--- config.mk ---
export PLATFORM = sky130hd
export DESIGN_NAME = round_ctrl
export DESIGN_NICKNAME = d
export VERILOG_FILES = /design/src/rtl/game_pkg.sv /design/src/rtl/sec_tick_gen.sv /design/src/rtl/round_ctrl.sv
export SDC_FILE = /design/constraint.sdc
export NUM_CORES = 1
export LEC_CHECK = 0
export ABC_AREA = 1
export BUFFER_PORTS_ARGS = -buffer_cell sky130_fd_sc_hd__buf_2
export CAP_MARGIN = 5
export CORE_MARGIN = 4
export CORE_UTILIZATION = 47
export DETAILED_ROUTE_END_ITERATION = 6
export HOLD_SLACK_MARGIN = 0.03
export PLACE_DENSITY = 0.67
export SYNTH_ARGS = -nofsm -noshare
export SYNTH_HDL_FRONTEND = slang
export SYNTH_HIERARCHICAL = 1
export SYNTH_SLANG_ARGS = --single-unit
--- constraint.sdc ---
create_clock -name clk -period 2.3 [get_ports clk]
set_input_delay 0.345 -clock clk [delete_from_list [all_inputs] [get_ports clk]]
set_output_delay 0.345 -clock clk [all_outputs]
set_load 0.1 [all_outputs]
--- src/rtl/game_pkg.sv ---
// Shared state encoding, status codes and helpers
// for the guessing-game round controller.
package game_pkg;

  typedef enum logic [2:0] {
    IDLE,
    LOAD,
    PLAY,
    CHECK,
    ADVANCE,
    OVER
  } state_t;

  localparam logic [1:0] WL_LOSE = 2'd0;
  localparam logic [1:0] WL_WIN  = 2'd1;
  localparam logic [1:0] WL_PLAY = 2'd3;

  function automatic logic [6:0] time_reload(
    input logic [3:0] rnd,
    input int         d1,
    input int         d2,
    input int         d3
  );
    if (rnd <= 4'd3)
      time_reload = 7'(d1);
    else if (rnd <= 4'd6)
      time_reload = 7'(d2);
    else
      time_reload = 7'(d3);
  endfunction

  // Max_digit of 0 plays like 1 digit.
  function automatic logic [11:0] digit_mask(
    input logic [1:0] md
  );
    unique case (md)
      2'd2:    digit_mask = 12'h0FF;
      2'd3:    digit_mask = 12'hFFF;
      default: digit_mask = 12'h00F;
    endcase
  endfunction

endpackage

--- src/rtl/sec_tick_gen.sv ---
// Seconds prescaler: counts enabled cycles and
// emits a 1-cycle tick every TICKS of them.
module sec_tick_gen #(
  parameter int TICKS = 50_000_000
) (
  input  logic clk,
  input  logic rst_n,
  input  logic i_en,
  input  logic i_clr,
  output logic o_tick
);
  localparam int W = (TICKS > 1) ? $clog2(TICKS) : 1;
  localparam logic [W-1:0] LAST = W'(TICKS - 1);

  logic [W-1:0] r_cnt;

  assign o_tick = i_en && (r_cnt == LAST);

  always_ff @(posedge clk or negedge rst_n) begin
    if (!rst_n)
      r_cnt <= '0;
    else if (i_clr || o_tick)
      r_cnt <= '0;
    else if (i_en)
      r_cnt <= r_cnt + W'(1);
  end

endmodule

--- src/rtl/round_ctrl.sv ---
// Round controller: secret fetch, guess check,
// countdown timer, round advance and game-over.
module round_ctrl
  import game_pkg::*;
#(
  parameter int TICKS_PER_SEC = 50_000_000,
  parameter int MAX_ROUND     = 10,
  parameter int TIME_D1       = 30,
  parameter int TIME_D2       = 60,
  parameter int TIME_D3       = 90
) (
  input  logic        clk,
  input  logic        restart,
  input  logic        start,
  input  logic        guess_valid,
  input  logic [11:0] guess_bcd,
  output logic        guess_ready,
  output logic        secret_req,
  input  logic        secret_valid,
  input  logic [11:0] secret_bcd,
  input  logic [1:0]  Max_digit,
  input  logic [1:0]  WINorLOSE,
  input  logic [2:0]  guesses_left,
  output logic [3:0]  round,
  output logic [6:0]  timer,
  output logic [2:0]  incorrect_guesses,
  output logic        correct_pulse,
  output logic        wrong_pulse,
  output logic        game_over
);

  state_t      r_state, w_state_nxt;
  logic [3:0]  r_round, w_round_nxt;
  logic [6:0]  r_timer, w_timer_nxt;
  logic [2:0]  r_inc, w_inc_nxt;
  logic [11:0] r_secret, w_secret_nxt;
  logic [11:0] r_guess, w_guess_nxt;
  logic        r_req_done, w_req_done_nxt;
  logic        w_tick, w_tick_en, w_tick_clr;
  logic        w_can_guess, w_match;
  logic [3:0]  w_round_inc;
  logic        w_unused;

  assign w_unused    = ^guesses_left;
  assign w_tick_en   = (r_state == PLAY) ||
                       (r_state == CHECK);
  assign w_can_guess = (r_timer != 7'd0) &&
                       (WINorLOSE == WL_PLAY);
  assign w_match     = ((r_secret ^ r_guess) &
                        digit_mask(Max_digit)) == 12'h000;
  assign w_round_inc = r_round + 4'd1;

  assign round             = r_round;
  assign timer             = r_timer;
  assign incorrect_guesses = r_inc;

  sec_tick_gen #(
    .TICKS (TICKS_PER_SEC)
  ) u_tick (
    .clk    (clk),
    .rst_n  (restart),
    .i_en   (w_tick_en),
    .i_clr  (w_tick_clr),
    .o_tick (w_tick)
  );

  always_comb begin
    w_state_nxt    = r_state;
    w_round_nxt    = r_round;
    w_timer_nxt    = r_timer;
    w_inc_nxt      = r_inc;
    w_secret_nxt   = r_secret;
    w_guess_nxt    = r_guess;
    w_req_done_nxt = 1'b0;
    w_tick_clr     = 1'b0;
    guess_ready    = 1'b0;
    secret_req     = 1'b0;
    correct_pulse  = 1'b0;
    wrong_pulse    = 1'b0;
    game_over      = 1'b0;
    if (w_tick && (r_timer != 7'd0))
      w_timer_nxt = r_timer - 7'd1;
    unique case (r_state)
      IDLE: begin
        if (start)
          w_state_nxt = LOAD;
      end
      LOAD: begin
        secret_req     = !r_req_done;
        w_req_done_nxt = 1'b1;
        if (secret_valid) begin
          w_secret_nxt = secret_bcd;
          w_state_nxt  = PLAY;
        end
      end
      PLAY: begin
        guess_ready = w_can_guess;
        if ((r_timer == 7'd0) ||
            (WINorLOSE == WL_LOSE))
          w_state_nxt = OVER;
        else if (guess_valid && w_can_guess) begin
          w_guess_nxt = guess_bcd;
          w_state_nxt = CHECK;
        end
      end
      CHECK: begin
        if (w_match) begin
          correct_pulse = 1'b1;
          w_state_nxt   = ADVANCE;
        end else begin
          wrong_pulse = 1'b1;
          if (r_inc != 3'd7)
            w_inc_nxt = r_inc + 3'd1;
          w_state_nxt = PLAY;
        end
      end
      ADVANCE: begin
        w_round_nxt = w_round_inc;
        w_inc_nxt   = 3'd0;
        w_timer_nxt = time_reload(w_round_inc,
                        TIME_D1, TIME_D2, TIME_D3);
        w_tick_clr  = 1'b1;
        w_state_nxt = (w_round_inc == 4'(MAX_ROUND)) ?
                      OVER : LOAD;
      end
      OVER: begin
        game_over = 1'b1;
      end
      default: w_state_nxt = IDLE;
    endcase
  end

  always_ff @(posedge clk or negedge restart) begin
    if (!restart) begin
      r_state    <= IDLE;
      r_round    <= 4'd1;
      r_timer    <= 7'(TIME_D1);
      r_inc      <= 3'd0;
      r_secret   <= 12'h000;
      r_guess    <= 12'h000;
      r_req_done <= 1'b0;
    end else begin
      r_state    <= w_state_nxt;
      r_round    <= w_round_nxt;
      r_timer    <= w_timer_nxt;
      r_inc      <= w_inc_nxt;
      r_secret   <= w_secret_nxt;
      r_guess    <= w_guess_nxt;
      r_req_done <= w_req_done_nxt;
    end
  end

endmodule
# ---- Yosys cells after proc, flatten, opt, wreduce, memory -nomap -nowiden
# Cells that the tools add are included.
dict set report op_classes {
  bitwise_logic 4
  n_addsub 4
  n_mux 26
  n_reduce_logical 20
  magnitude_cmp 2
  n_eq_ne 16
}
# operator n
set ops {}
lappend ops {{$mux 26} 2}
lappend ops {{$mux 7} 4}
lappend ops {{$add 26x1->26 const B} 1}
lappend ops {{$eq 26x26->1 const B} 1}
lappend ops {{$mux 3} 8}
lappend ops {{$pmux 12 s2} 1}
lappend ops {{$pmux 3 s6} 1}
lappend ops {{$and 12x12->12} 1}
lappend ops {{$logic_not 12->1} 1}
lappend ops {{$xor 12x12->12} 1}
lappend ops {{$mux 1} 9}
lappend ops {{$logic_not 7->1} 1}
lappend ops {{$reduce_bool 7->1} 1}
lappend ops {{$sub 7x1->7 const B} 1}
lappend ops {{$eq 2x2->1 const B} 3}
lappend ops {{$eq 3x2->1 const B} 2}
lappend ops {{$eq 3x3->1 const B} 2}
lappend ops {{$ne 2x2->1 const B} 3}
lappend ops {{$pmux 3 s2} 1}
lappend ops {{$reduce_and 3->1} 2}
lappend ops {{$reduce_bool 2->1} 3}
lappend ops {{$add 4x1->4 const B} 1}
lappend ops {{$eq 4x4->1 const B} 1}
lappend ops {{$le 4x2->1 const B} 1}
lappend ops {{14 further kinds} 20}
dict set report totals {
  out_inout_bits 19
  word_cells 80
  inputBits 36
  regBits 68
}

# ---- Logic depth before layout (Yosys ltp)
# Gate-level depths: netlist of run 1.
dict set report logic_depth {
  ltp_word 6
  mapped_depth 13
  ltp_nobuf 13
}

# ---- Modules after synthesis
# Netlist of run 1, hierarchy kept.
# mod cells_per_inst n_inst area_each_um2 seq_area_each_um2
set by_module_without_submodules {}
lappend by_module_without_submodules {round_ctrl 288 1 2304.7 1057.3}
lappend by_module_without_submodules {sec_tick_gen 284 1 1853.0 650.6}

# ---- Worst setup path after synthesis of run 1
# OpenSTA, ideal clock, no wires.
dict set report synth_path {
  path_type {register to output}
  from {register r_timer[0] (netlist: timer[0])}
  to {output guess_ready}
  slack_ps -1746
  arrival_time_ps 3701
  required_time_ps 1955
  path_stages_with_launch 8
  path_buffers 0
  path_cell_list {dfrtp_1 inv_1 ha_1 nand2_2 nor2_2 nand2_2 inv_1 nor3_1}
}
dict set report synth_between {
  elab_chain_cells 3
}
# element line
set synth_lines {}
lappend synth_lines {{start, declared} round_ctrl.sv:34} ;# logic [6:0] r_timer, w_timer_nxt;
lappend synth_lines {{start signal, assigned} round_ctrl.sv:137} ;# r_timer <= 7'(TIME_D1);
lappend synth_lines {{start signal, assigned} round_ctrl.sv:145} ;# r_timer <= w_timer_nxt;
lappend synth_lines {{$reduce_bool 7->1} round_ctrl.sv:47} ;# assign w_can_guess = (r_timer != 7'd0) &&
lappend synth_lines {{$logic_and 1x1->1} round_ctrl.sv:47}
lappend synth_lines {{$mux 1} round_ctrl.sv:83} ;# unique case (r_state)
lappend synth_lines {{end, declared} round_ctrl.sv:17} ;# output logic guess_ready,
# Every way passes these cells.

# ---- Worst setup path after layout of run 1
dict set report layout_path {
  from {register r_timer[1] (netlist: timer[1])}
  to {output guess_ready}
}
# The elaborated chain is that of the path after synthesis.

==> metrics.txt, run 1 <==
synthesized area per cell=between 7 and 8 um2; final setup vio count=0; number of synthesized flops with an enable pin=0; Synth area leaders=dfrtp_1, nand2_1, inv_1; Synth async-reset ratio=100%; vias in the first global route=3620; share of layout cells above drive strength 1=21.8%; Slew Viols, Final=0; crit path capture type=primary output; Die Y=slightly above 100 um; Routability Congestion=0.868; Total Routing Usage GR=18.8%; Rel. slew slack=between 60% and 70%; final hold violations=0; CTS H-tree lvls=3; Logic pwr share=47.3%; Congestion Overflow GR=0; Mapped Cells=around 570; Finished Core Util=around 56%; period utilization=between 90% and 100%; top_reg_cell synth=dfrtp_1; initial antenna violation count=0; area delta synth->final=16.1%; syn nets=614; Lkg Pwr=2.48 nW; Max Freq=0.458 GHz; Synth Cell Area=4160 um2; R2R depth=12; Sw Share=approximately half; drt via density=4.89; fin crit period=approximately 2.2 ns; Worst-path clk slew=0.08 ns; Reg-to-Reg End=r_guess[3]; Yosys top cell area share=between 30% and 40%; most frequent cell after synthesis=nand2_1; clock power share=18.3%; drt initial violations=185; CTS tree=built; CP Launch Type=register; crit path DAT=1.84 ns; post-synth cell types=36; Max VDD drop=1.23 mV; CP Max Fanout=6; IO Port Bufs=51; dpl ws=0.308 ns; dpl cells=around 730; setup slack, reg-to-reg=0.31 ns; Ys Warns=6; Critical R2R Launch=timer[1]; P per Cell Area=1130 nW/um2; first-pass GRT wire length=15700 um; critical path class=register to primary output; WP data required=1.96 ns; Yosys top cell by area=dfrtp_1; status=finished, final reports clean; Most Frequent Cell on Critical Path=nand2_2; sequential fraction of design power=roughly 34%; Avg WL per Cell=approximately 12 um; RSZ-0062 raised after global routing=false; Initial DRT Pass Iterations=4; detailed placement HPWL=6800 um; maximum clock insertion buffer count=2; placed cell areas=4600 um2; Tot Pwr=approximately 5.5 mW; initial core utilization=47.9%; MaxCap Viol Count=0; Inserted Diodes=0; Yosys reg bits=68; Final Non-Filler Cells=745; Final Net Count=674; Rows=34; DR DRC count=0; crit path launch=timer[1]; crit-path max cell delay=0.63 ns; setup TNS=0 ns; # IOs=55; Num Clock Sinks=68; critical-path cell list=inv_4 -> ha_4 -> nand2_2 -> nor2_2 -> nand2_2 -> inv_2 -> nor3_4 -> buf_12; Hold WC Path Type=primary input to register; die width=between 100 and 150 um; Fillers=851; Worst path slowest cell=dfstp_4; fin area=~4800 um2; Vias=approximately 3.6k; die area=10400 um2; Seq/Total Area, Yosys=41.1%; final worst slack=0.115 ns; TritonCTS Buffers=9; Slew @ Worst Pin=0.525 ns; routed wire length=8980 um; clock latency reported for the late side of the worst-skew pair=0.35 ns; internal power=2.83 mW; Commonest cells post-synth=nand2_1, inv_1, nor2_1; Final Skew=0.00674 ns; Post-DRT Antenna Nets=0; Core Area=between 8000 and 9000 um2; CTS Root Buffer Type=clkbuf_8; WHS=approximately 0.22 ns; crit path capture=guess_ready; Sw Pwr=roughly 2.6 mW; pin count of the biggest net entering global routing=48
worst max-delay path, delay by kind of cell (launching register included):
family	cells	cell delay [ns]
buffers and inverters	3	0.31
flip-flops	1	0.63
AND/OR/NAND/NOR	4	0.39
adder cells (fa/ha/maj)	1	0.16
power by group through the flow:
| stage | combinational, mW | sequential, mW | clock (mW) |
|---|---|---|---|
| after floorplan | 1.37 | 2.59 | 0 |
| after global placement | 2.50 | 1.89 | 0 |
| after detailed placement | 2.57 | 1.91 | 0 |
| after CTS | 2.57 | 1.89 | 1.03 |
| after global routing | 2.86 | 1.94 | 1.09 |
| final | 2.59 | 1.88 | 1.00 |
cell usage in the layout (no fill, tap or decap), types with 5 or more instances in the layout:
cell type  Yosys  layout
a21oi_1       15      15
o21ai_2       12      12
nor3_1         8       7
inv_2          4       5
clkbuf_8       0       9
nand3_1       40      40
dfrtp_1       63      62
nor2_2        11      12
nand2_2       10      10
buf_2          4      47
nand2_1      156     156
buf_4          1       7
xnor2_1        5       5
xor2_1         7       7
ha_1           6       5
nor2_1        80      79
nand4_1       16      16
nor2_4         7       7
inv_1         85      83
o21ai_0        9       9
kinds of logic (layout without fill, tap and decap cells):
logic type	Yosys count	count (layout)	share of synthesized area [%]
buffers and inverters	100	165	10.2
XOR/XNOR	12	12	2.53
adder cells (fa/ha/maj)	6	6	1.81
AND/OR/NAND/NOR	339	339	36.8
flip-flops	68	68	41.1
multiplexers	4	4	1.08
AO/OA/AOI/OAI	43	43	6.53
what timing repair did:
| item | in CTS | in global routing |
|---|---|---|
| endpoints found under the setup margin | 0 | 3 |
| gates resized for setup | 0 | 1 |
| endpoints found under the hold margin | 17 | 0 |
| setup buffers | 0 | 2 |
| hold buffers | 1 | 0 |
cell type report:
class | count | area, um2 | share of cell area, %
Tap cell | 108 | 135 | 2.80
Clock inverter | 7 | 77.6 | 1.61
Inverter | 89 | 337 | 6.97
Timing Repair Buffer | 60 | 385 | 7.98
Clock buffer | 9 | 124 | 2.57
Multi-Input combinational cell | 404 | 2050 | 42.5
Sequential cell | 68 | 1720 | 35.5
per-layer routing:
layer,wire (um),global-route usage [%],vias up
li1,-,-,1897
met5,0,0,-
met1,4230,24.4,1664
met3,407,4.23,8
met4,97,5.45,0
met2,4250,31.7,72
state kept, by name, summed over array words and instances (netlist names):
name,count
r_req_done,1
round,4
r_secret,12
incorrect_guesses,3
u_tick/r_cnt,26
r_state,3
r_guess,12
timer,7
worst min path at each step:
stage,start,end,slack (ns),cells past startpoint
CTS,secret_bcd[0],r_secret[0],0.21,2
global route,guess_bcd[5],r_guess[5],0.21,3
detailed placement,restart,u_tick/r_cnt[12],0.36,1
global placement,restart,u_tick/r_cnt[12],0.36,1
finish,secret_bcd[0],r_secret[0],0.22,2
floorplan,restart,incorrect_guesses[0],0.05,0
(Power assumes the default switching activity.)
==> inputs of run 2 (changes only) <==
--- a/config.mk
+++ b/config.mk
@@ -6,7 +6,7 @@
 export NUM_CORES = 1
 export LEC_CHECK = 0
 export ABC_AREA = 1
-export BUFFER_PORTS_ARGS = -buffer_cell sky130_fd_sc_hd__buf_2
+export BUFFER_PORTS_ARGS = -buffer_cell sky130_fd_sc_hd__clkbuf_2
 export CAP_MARGIN = 5
 export CORE_MARGIN = 4
 export CORE_UTILIZATION = 47
==> constraint.sdc (replaced) <==
create_clock -name clk -period 2.7 [get_ports clk]
set_input_delay 0.405 -clock clk [delete_from_list [all_inputs] [get_ports clk]]
set_output_delay 0.405 -clock clk [all_outputs]
set_load 0.1 [all_outputs]
==> run 2 against run 1 <==
Clock skew rose by 0.0089 ns; first-iteration DRC count fell by 26%; non-clock buffer count fell by 5; worst setup slack improved by 0.069 ns; count of clock-buffer cells in the layout rose by 1; hold slack got worse by 0.13 ns; largest cell class unchanged.
==> metrics.txt, run 2 (synthesis gave the netlist of run 1 again) <==
status=finished, final reports clean; GR peak layer=met2; Congestion Overflow GR=0; Slew @ Worst Pin=about 0.84 ns; Rows=34; die area=10400 um2; critical path class=register to primary output; IO Port Bufs=51; Sw Pwr=2.23 mW; first-pass GRT wire length=between 15000 and 20000 um; CTS Root Buffer Type=clkbuf_8; WP data required=approximately 2.3 ns; Logic pwr share=46.1%; crit path DAT=2.11 ns; Top Registers=u_tick/r_cnt: 26 flops, r_guess: 12 flops, r_secret: 12 flops; CP Launch Type=register; detailed placement HPWL=6750 um; final worst slack=0.184 ns; commonest non-fill, non-tap cell in the layout=nand2_1; sequential fraction of design power=35.3%; CTS tree=built; die width=around 100 um; clock latency reported for the late side of the worst-skew pair=0.36 ns; # IOs=55; R2R depth=12; Rel. slew slack=between 40% and 50%; routed wire length=around 9000 um; TritonCTS Buffers=9; WHS=~0.09 ns; setup slack, reg-to-reg=0.60 ns; Total Routing Usage GR=19.6%; max reg flops=26; Die Y=between 100 and 150 um; RSZ-0062 raised after global routing=false; Tot Pwr=4.55 mW; CTS H-tree lvls=3; setup TNS=0 ns; vias in the first global route=3587; placed cell areas=4520 um2; fin crit period=2.52 ns; dpl ws=0.447 ns; Final Skew=~0.016 ns; GR Util met1=25.8%; clock power share=18.6%; Num Clock Sinks=68; met3 Usage GRT=between 4 and 5%; pin count of the biggest net entering global routing=41; Lkg Pwr=approximately 2.4 nW; Max Freq=a little under 0.4 GHz; Critical R2R Launch=timer[1]; Sw Share=between 40% and 50%; Max VDD drop=0.989 mV; fin area=approximately 4700 um2; share of layout cells above drive strength 1=between 20% and 30%; Avg WL per Cell=between 10 and 15 um; period utilization=93.2%; Routability Congestion=0.880; drt initial violations=137; crit path capture type=primary output; Initial DRT Pass Iterations=5; maximum clock insertion buffer count=2; Inserted Diodes=0; most frequent cells in the layout=nand2_1, inv_1, nor2_1; MaxCap Viol Count=0; initial core utilization=between 40% and 50%; Post-DRT Antenna Nets=0; M2 GR Usage=a little under a third; Core Area=8680 um2; internal power=2.32 mW; drt via density=4.93; Slew Viols, Final=0; Worst-path clk slew=0.09 ns; CP Max Fanout=6; Vias=3649; final setup vio count=0; Fillers=roughly 860; DR DRC count=0; final hold violations=0; initial antenna violation count=0; area delta synth->final=13.4%; Hold WC Path Type=primary input to async pin; Reg-to-Reg End=r_guess[9]; Biggest register=u_tick/r_cnt; P per Cell Area=just under 1000 nW/um2; Final Net Count=669
## run 2: layout make-up
class / instances / area (um2) / share of cell area (%)
Multi-Input combinational cell: 404 / 2040 / 43.2
Sequential cell: 68 / 1710 / 36.3
Inverter: 89 / 334 / 7.09
Timing Repair Buffer: 55 / 300 / 6.37
Tap cell: 108 / 135 / 2.87
Clock buffer: 10 / 128 / 2.71
Clock inverter: 6 / 65.1 / 1.38
## run 2: layer usage
layer  vias to the layer above  routed length, um
met1                      1678               4190
met4                         0                179
met5                         -                  0
met3                        14                391
met2                        65               4260
li1                       1892                  -
## run 2: worst max-delay path, stage by stage, from the launching register on
cell and delay [ns]:
dfstp_4 0.62, inv_1 0.06, ha_1 0.22, nand2_2 0.08, nor2_2 0.04, nand2_2 0.13, inv_1 0.09, nor3_4 0.16
clkbuf_4 0.34
## run 2: stage by stage
| stage | utilization (%) | std cells |
|---|---|---|
| floorplan | - | 572 |
| global placement | 52.1 | 724 |
| detailed placement | 52.1 | 724 |
| CTS | 54.3 | 740 |
| global route | 54.3 | 740 |
| finish | 54.3 | 740 |
## run 2: how the worst max path moves through the flow
stage	startpoint	endpoint	slack (ns)	cells after the start
after floorplan	timer[1]	guess_ready	0.06	7
after global placement	timer[1]	guess_ready	0.46	8
after detailed placement	timer[1]	guess_ready	0.45	8
after CTS	timer[1]	guess_ready	0.04	8
after global routing	timer[1]	guess_ready	0.07	8
final	timer[1]	guess_ready	0.18	8
## run 2: power by group through the flow
stage          sequential, mW  combinational, mW  clock (mW)
2_1_floorplan            2.20               1.15           0
3_3_place_gp             1.61               2.07           0
3_5_place_dp             1.62               2.11           0
4_1_cts                  1.61               2.12       0.870
5_1_grt                  1.65               2.32       0.923
6_report                 1.61               2.10       0.845
## run 2: timing repair
action / in CTS / in global routing
gates resized for setup: 0 / 2
setup buffers: 0 / 0
setup endpoints to repair: 0 / 1
hold buffers: 0 / 0
==> inputs of run 3 (changes only) <==
--- a/config.mk
+++ b/config.mk
@@ -13,6 +13,7 @@
 export DETAILED_ROUTE_END_ITERATION = 6
 export HOLD_SLACK_MARGIN = 0.03
 export PLACE_DENSITY = 0.67
+export REMOVE_ABC_BUFFERS = 1
 export SYNTH_ARGS = -nofsm -noshare
 export SYNTH_HDL_FRONTEND = slang
 export SYNTH_HIERARCHICAL = 1
==> run 3 against run 2 <==
Sequential share of layout area shrank 0.19 points; count of clock-buffer cells in the layout unchanged; non-clock buffer count rose by 2; die area stayed put; global-route usage down 1.4 points; largest power group unchanged; fmax is 0.48% lower; worst setup slack got worse by 0.012 ns; core utilization is 0.13 points higher; final cell count increased by 0.27%; sequential power about the same; register-to-register slack worse by 0.24 ns.
==> metrics.txt, run 3 (synthesis gave the netlist of run 1 again) <==
status=finished, final reports clean; Slew Viols, Final=0; Hold WC Path Type=primary input to async pin; commonest non-fill, non-tap cell in the layout=nand2_1; CP Launch Type=register; CTS tree=built; sequential fraction of design power=about a third; drt via density=4.91; clock power share=20.3%; share of layout cells above drive strength 1=between 20 and 25%; Max Freq=0.396 GHz; Tot Pwr=between 4 and 5 mW; Worst-path clk slew=0.09 ns; crit path DAT=2.12 ns; clock latency reported for the late side of the worst-skew pair=0.35 ns; drt initial violations=159; Rows=34; MaxCap Viol Count=0; crit path capture type=primary output; TritonCTS Buffers=9; Congestion Overflow GR=0; CTS H-tree lvls=3; critical path class=register to primary output; Die Y=102 um; Final Net Count=671; vias in the first global route=~3.5k; max reg flops=26; RSZ-0062 raised after global routing=false; Worst path slowest cell=dfstp_2; period utilization=~94%; Initial DRT Pass Iterations=4; Slew @ Worst Pin=1.05 ns; Num Clock Sinks=just under 70; Biggest register=u_tick/r_cnt; most frequent cells in the layout=nand2_1, inv_1, nor2_1; Top Registers=u_tick/r_cnt: 26 flops, r_guess: 12 flops, r_secret: 12 flops; detailed placement HPWL=6840 um; maximum clock insertion buffer count=2; initial core utilization=47.9%; Logic pwr share=45.1%; initial antenna violation count=0; Post-DRT Antenna Nets=0; dpl ws=approximately 0.37 ns; WP data required=2.30 ns; die area=10400 um2; CP Max Fanout=6; CTS Root Buffer Type=clkbuf_8; Final Skew=about 0.016 ns; first-pass GRT wire length=15200 um; critical-path cell list=inv_1 -> ha_1 -> nand2_2 -> nor2_2 -> nand2_2 -> inv_1 -> nor3_1 -> buf_2; Inserted Diodes=0; routed wire length=8980 um; final hold violations=0; post-CTS setup buffer count=0; Rel. slew slack=30.2%; Sw Pwr=2.22 mW; Lkg Pwr=between 2 and 2.5 nW; P per Cell Area=982 nW/um2; final setup vio count=0; Max VDD drop=between 0.6 and 0.7 mV; Sw Share=47.9%; pin count of the biggest net entering global routing=44; Vias=3642; Routability Congestion=~0.87; DR DRC count=0; IO Port Bufs=between 50 and 60; Total Routing Usage GR=18.2%; Fillers=852; Core Area=just under 9000 um2; crit-path max cell delay=0.54 ns; area delta synth->final=13.6%; CP delay by family, top=buffers and inverters; WP buf/inv=3; die width=102 um; # IOs=55; fin crit period=about 2.5 ns; internal power=2.42 mW; Avg WL per Cell=12.1 um; final worst slack=0.172 ns
[run 3: changes by cell type in the layout (fill, tap and decap cells not counted), sizes merged]
cell / delta
buf: +4
clkbuf: -2
bufinv: +1
clkinv: -1
[run 3: what timing repair did]
action | 4_1_cts | 5_1_grt
endpoints found under the setup margin | 0 | 1
gates resized for setup | 0 | 1
hold buffers | 0 | 0
[run 3: worst paths after layout]
| path | from | slack (ns) | cells after the start | end |
|---|---|---|---|---|
| max | timer[1] | 0.17 | 8 | guess_ready |
| min | restart | 0.19 | 1 | u_tick/r_cnt[2] |
| max reg2reg | timer[0] | 0.36 | 11 | r_guess[9] |
| min reg2reg | timer[2] | 0.51 | 2 | timer[2] |
| max in group asynchronous | restart | 1.73 | 2 | r_guess[0] |
| min in group clk | guess_bcd[2] | 0.27 | 3 | r_guess[2] |
[run 3: layout make-up]
type	instances	area (um2)	area share, %
multi-input combinational	404	2030	42.9
sequential	68	1710	36.1
inverter	89	334	7.07
timing repair buffer	57	303	6.41
tap	108	135	2.86
clock buffer	10	128	2.70
clock inverter	6	90.1	1.91
[run 3: worst reg2reg max path, delay by kind of cell, from the launching register on]
family,cells,cell delay [ns]
AND/OR/NAND/NOR,7,1.40
buffers and inverters,2,0.15
adder cells (fa/ha/maj),1,0.23
AO/OA/AOI/OAI,1,0.09
flip-flops,1,0.39
[run 3: routing by layer]
layer / wire (um) / part of all wire [%] / track usage (%) / up-vias
met2: 4290 / 48 / 30.5 / 59
met1: 4250 / 47 / 23.1 / 1685
met4: 133 / 1.5 / 6.46 / 0
met5: 0 / 0 / 0 / -
li1: - / - / - / 1886
met3: 298 / 3.3 / 4.23 / 12
[run 3: metrics by stage]
stage / std cells / area [um2] / util, % / TNS (ns) / hold WS, ns
final: 742 / 4720 / 54.4 / 0 / 0.194
after global routing: 742 / 4720 / 54.4 / 0 / 0.267
after CTS: 742 / 4720 / 54.4 / 0 / 0.239
after detailed placement: 726 / 4510 / 51.9 / 0 / 0.497
after global placement: 726 / 4510 / 51.9 / 0 / 0.488
after floorplan: 561 / 4070 / - / -1.41 / 0.109
[run 3: power by group through the flow]
stage	clock network [mW]	logic (mW)	registers, mW
6_report	0.942	2.09	1.60
5_1_grt	1.01	2.30	1.64
4_1_cts	0.960	2.11	1.60
3_5_place_dp	0	2.11	1.62
3_3_place_gp	0	2.07	1.60
2_1_floorplan	0	1.10	2.20
